$ cat src/rtl/conv1d_transpose_3tap_s2.sv
// Stride-2 transposed 1D convolution, 3-tap kernel: each input sample x[n] yields an even
// result K0*x[n]+K2*x[n-1] and an odd result K1*x[n]; a frame ends with a K2*x[N-1] tail.
module conv1d_transpose_3tap_s2 #(
  parameter logic signed [7:0] K0    = 8'sd1,
  parameter logic signed [7:0] K1    = 8'sd2,
  parameter logic signed [7:0] K2    = 8'sd1,
  parameter int unsigned       OUT_W = 18
) (
  input  logic             clk,
  input  logic             reset,
  input  logic [7:0]       in_data,
  input  logic             in_valid,
  input  logic             in_last,
  output logic             in_ready,
  output logic [OUT_W-1:0] out_data,
  output logic             out_valid,
  output logic             out_last,
  input  logic             out_ready
);

  if (OUT_W < 18) begin : g_out_w_check
    $error("OUT_W must be at least 18");
  end

  typedef enum logic [1:0] {S_IN, S_ODD, S_TAIL} state_t;

  state_t           state, state_d;
  logic [7:0]       x_cur, x_cur_d;
  logic [7:0]       x_prev, x_prev_d;
  logic             last_f, last_f_d;
  logic [OUT_W-1:0] out_data_d;
  logic             out_valid_d, out_last_d;
  logic             slot_free, accept;

  // Signed tap times unsigned sample, sign-extended to the full output width.
  function automatic logic signed [OUT_W-1:0] tap(input logic signed [7:0] k,
                                                  input logic [7:0] x);
    logic signed [16:0] ke, xe, p;
    ke = 17'(k);
    xe = 17'($signed({1'b0, x}));
    p  = ke * xe;
    return OUT_W'(p);
  endfunction

  assign slot_free = !out_valid || out_ready;
  assign in_ready  = (state == S_IN) && slot_free;
  assign accept    = in_valid && in_ready;

  always_ff @(posedge clk or posedge reset) begin
    if (reset) state <= S_IN;
    else       state <= state_d;
  end

  always_comb begin
    state_d = state;
    case (state)
      S_IN:    if (accept) state_d = S_ODD;
      S_ODD:   if (slot_free) state_d = last_f ? S_TAIL : S_IN;
      S_TAIL:  if (slot_free) state_d = S_IN;
      default: state_d = S_IN;
    endcase
  end

  always_comb begin
    out_data_d  = out_data;
    out_valid_d = out_valid;
    out_last_d  = out_last;
    x_cur_d     = x_cur;
    x_prev_d    = x_prev;
    last_f_d    = last_f;
    case (state)
      S_IN: begin
        if (accept) begin
          out_data_d  = tap(K0, in_data) + tap(K2, x_prev);
          out_valid_d = 1'b1;
          out_last_d  = 1'b0;
          x_prev_d    = in_data;
          x_cur_d     = in_data;
          last_f_d    = in_last;
        end else if (out_ready) begin
          out_valid_d = 1'b0;
        end
      end
      S_ODD: begin
        if (slot_free) begin
          out_data_d  = tap(K1, x_cur);
          out_valid_d = 1'b1;
          out_last_d  = 1'b0;
        end
      end
      S_TAIL: begin
        // Clearing x_prev here makes the next frame start with x[-1] = 0.
        if (slot_free) begin
          out_data_d  = tap(K2, x_cur);
          out_valid_d = 1'b1;
          out_last_d  = 1'b1;
          x_prev_d    = '0;
        end
      end
      default: ;
    endcase
  end

  always_ff @(posedge clk or posedge reset) begin
    if (reset) begin
      out_data  <= '0;
      out_valid <= 1'b0;
      out_last  <= 1'b0;
      x_cur     <= '0;
      x_prev    <= '0;
      last_f    <= 1'b0;
    end else begin
      out_data  <= out_data_d;
      out_valid <= out_valid_d;
      out_last  <= out_last_d;
      x_cur     <= x_cur_d;
      x_prev    <= x_prev_d;
      last_f    <= last_f_d;
    end
  end

endmodule

$ cat config.mk
export PLATFORM = sky130hd
export DESIGN_NAME = conv1d_transpose_3tap_s2
export DESIGN_NICKNAME = d
export VERILOG_FILES = /design/src/rtl/conv1d_transpose_3tap_s2.sv
export SDC_FILE = /design/constraint.sdc
export NUM_CORES = 1
export LEC_CHECK = 0
export CORE_ASPECT_RATIO = 0.9
export CORE_UTILIZATION = 50
export CTS_CLUSTER_SIZE = 30
export DETAILED_ROUTE_END_ITERATION = 10
export HOLD_SLACK_MARGIN = 0.08
export PLACE_DENSITY = 0.77
export SLEW_MARGIN = 20
export SYNTH_ARGS = -nofsm -noshare
export SYNTH_HDL_FRONTEND = slang
export SYNTH_SLANG_ARGS = --single-unit
$ cat constraint.sdc
create_clock -name clk -period 2.5 [get_ports clk]
set_input_delay 0.625 -clock clk [delete_from_list [all_inputs] [get_ports clk]]
set_output_delay 0.625 -clock clk [all_outputs]
set_load 0.01 [all_outputs]
==> run summary <==
Worst-path fanout max: 3
Grt met3 use: 0.0769
GRT Total Usage: 0.221
Die Span Y: 59.2 um
Setup TNS: 0 ns
Layout area overhead: 21.4%
Wire per inst: 14.5 um
Setup Skew: 0.00254 ns
Slew headroom: 0.540
Cell Chain, Critical Path: clkdlybuf4s50_1, ha_1, a211oi_1, nor3_1, o21ai_0, mux2i_1, nand3_1
Area after DPL: 2120 um2
Core ar.: 3430 um2
Largest cells by area after synthesis: dfrtp_1 (41%), ha_1 (9.0%), mux2_2 (6.8%), buf_4 (4.5%), a22o_1 (3.9%)
Finished Layout Cells: 253
R2R cell count: 6
Number of global-route vias before repair: 1356
WP data required: 2.65 ns
I/O Buffers: 24
DPL Wire Length: 2780 um
Inserted Clock Buffers: 5
Synth Flop Type: dfrtp_1
RSZ-0062 raised after global routing: false
Final setup fails: 0
Root Driver: clkbuf_8
Met1 usage in global routing: 0.300
Largest net degree at the start of global routing: 31
Most Crowded Layer GR: met2
Final WS setup: 0.169 ns
Initial antenna violation count: 0
Total number of vias: 1414
Fin. Hold Viols: 0
Avg Vias per Cell: 5.59
Flop2flop setup slack: 0.37 ns
MaxCap Viol Count: 0
Pre-CTS setup slack: -0.0890 ns
Crit-path slowest cell: clkdlybuf4s50_1
Clock Path Buffers: 2
Setup Crit Path Kind: primary input to flop
Clk_lat worst skew: 0.27 ns
Status: completed
Critical path buffer and inverter count: 1
Fmax: 429 MHz
LEAKAGE: 1.04 nW
TritonCTS clock tree: yes
Worst path max stage delay: 0.45 ns
Fin crit period: 2.33 ns
Slew Limit Fails: 0
Synth top area share: 0.414
GR Overflow Total: 0
Reg2Reg Capture Point: out_last
First-pass GRT wire length: 6240 um
Clock input transition at the sequential cells of the worst setup and hold paths: 0.05 ns
Area leader, netlist: dfrtp_1
Design Area, Final: 2200 um2
Power Total: 2.86 mW
Cell count after synthesis: 174
Routing usage on met2: 0.336
First-pass iteration count of the detailed router: 4
Post-route DRC: 0
Mapped Avg Cell Area: 10.4 um2
IO Count: 34
Post-CTS Setup Repair Bufs: 0
Yosys reg bits: 30
# diodes: 0
Initial Util: 0.530
Worst setup SP type: primary input
Period utilisation layout: 0.932
NumNets Final: 237
Post-synthesis async set-or-reset flop share: 1.00
CP endpoint kind: flop
Die W: 65.5 um
Placed Cells: 247
Antenna-violating nets left: 0
DR iter-0 viols: 99
Synth Warn #: 0
Hold path cells: 2
Synth cell types: 44
Die area: 3880 um2
Maximum vdd drop: 437 uV
Crit path DAT: 2.48 ns
Cell Area, Synth: 1820 um2
Total Wirelength: 3680 um
Cell family with most CP delay: compound AO/OA/AOI/OAI gates
GPL Wtd Cong: 0.902
Worst Hold End: out_data[2]
Clock sink total: 30
Share of layout cells above drive strength 1: 0.172
Hold wc startpoint: out_data[2]
Max H-tree Level: 2
Worst-Margin Slew: 0.689 ns
Register area share after synthesis: 0.414
Rows: 20
Pwr Density: 1300 nW/um2
Hold Crit Class: flop to flop
RR Startpoint: state[0]
Number of flops mapped to enable cells by yosys: 0
==> kinds of logic after synthesis <==
logic type | after synthesis | share of synthesized area
AO/OA/AOI/OAI | 48 | 0.196
AND/OR/NAND/NOR | 40 | 0.105
flip-flops | 30 | 0.414
buffers and inverters | 24 | 0.0827
adder cells (fa/ha/maj) | 14 | 0.101
multiplexers | 14 | 0.0848
XOR/XNOR | 3 | 0.0145
other | 1 | 0.00207
==> flip-flops by register name, indices dropped and copies added (netlist names) <==
| name | flops |
|---|---|
| out_data | 9 |
| x_cur | 8 |
| x_prev | 8 |
| state | 2 |
| last_f | 1 |
| out_last | 1 |
| out_valid | 1 |
==> placed cells by master (no fill, tap or decap), types with 2 or more instances in the layout <==
master,instances
mux2i_1,3
a221oi_1,3
nand2_1,13
nand3_1,2
o31ai_1,4
a211oi_1,3
o21ai_0,5
conb_1,9
a21o_1,3
and3_1,2
clkbuf_8,6
o21ai_1,3
dfrtp_1,30
inv_1,7
xnor2_1,2
a22oi_1,4
buf_4,14
a21oi_1,6
clkdlybuf4s50_1,23
a22o_1,8
ha_1,13
nor2_1,12
mux2_2,11
nand2b_1,2
nor4_1,3
==> worst max-delay path by stage <==
| stage | startpoint | endpoint | slack [ns] | cells after the start |
|---|---|---|---|---|
| 6_report | in_data[1] | out_data[7] | 0.17 | 7 |
| 5_1_grt | in_data[0] | out_data[4] | 0.09 | 8 |
| 4_1_cts | in_data[0] | out_data[4] | 0.19 | 8 |
| 3_5_place_dp | in_data[0] | out_data[4] | -0.09 | 8 |
| 3_3_place_gp | in_data[1] | out_data[7] | -0.06 | 7 |
| 2_1_floorplan | in_data[0] | out_data[6] | 0.48 | 6 |
==> repair_timing <==
item	4_1_cts	5_1_grt
setup endpoints to repair	1	0
hold buffers	0	0
gates resized for setup	1	0
==> where the power goes <==
| part | switching, mW | leakage, nW | total [mW] | internal, mW |
|---|---|---|---|---|
| logic | 0.819 | 0.630 | 1.62 | 0.796 |
| clock network | 0.155 | 0.0431 | 0.366 | 0.211 |
| registers | 0.156 | 0.369 | 0.882 | 0.726 |
| total | 1.13 | 1.04 | 2.86 | 1.73 |
==> worst min-delay path, delay by kind of cell, from the launching register on <==
kind            cells  cell delay (ns)
simple gates        1             0.05
flops               1             0.34
compound gates      1             0.05
==> layout make-up <==
class	count	area, um2
Tap cell	44	55.1
Sequential cell	30	751
Timing Repair Buffer	38	344
Fill cell	265	1220
Multi-Input combinational cell	128	945
Clock buffer	6	82.6
Inverter	7	26.3
==> synthesized netlist by cell type, types with 2 or more instances <==
cell type and n:
dfrtp_1 30, ha_1 13, nand2_1 13, nor2_1 12, buf_4 11, mux2_2 11
a22o_1 8, inv_1 7, a21oi_1 6, o21ai_0 5, a22oi_1 4, o31ai_1 4
a211oi_1 3, a21o_1 3, a221oi_1 3, mux2i_1 3, nor4_1 3, o21ai_1 3
and3_1 2, buf_2 2, buf_6 2, nand2b_1 2, nand3_1 2, xnor2_1 2
==> metrics by stage <==
step,util,hold slack [ns]
finish,0.643,0.478
global route,0.643,0.500
CTS,0.643,0.484
detailed placement,0.619,0.471
global placement,0.619,0.465
floorplan,-,0.470
==> layer usage <==
layer  up-vias  wire (um)
met4         0         42
li1        678          -
met3         5        223
met1       672       1760
met2        59       1650
met5         -          0
No activity file was read; power rests on OpenSTA's default activity.
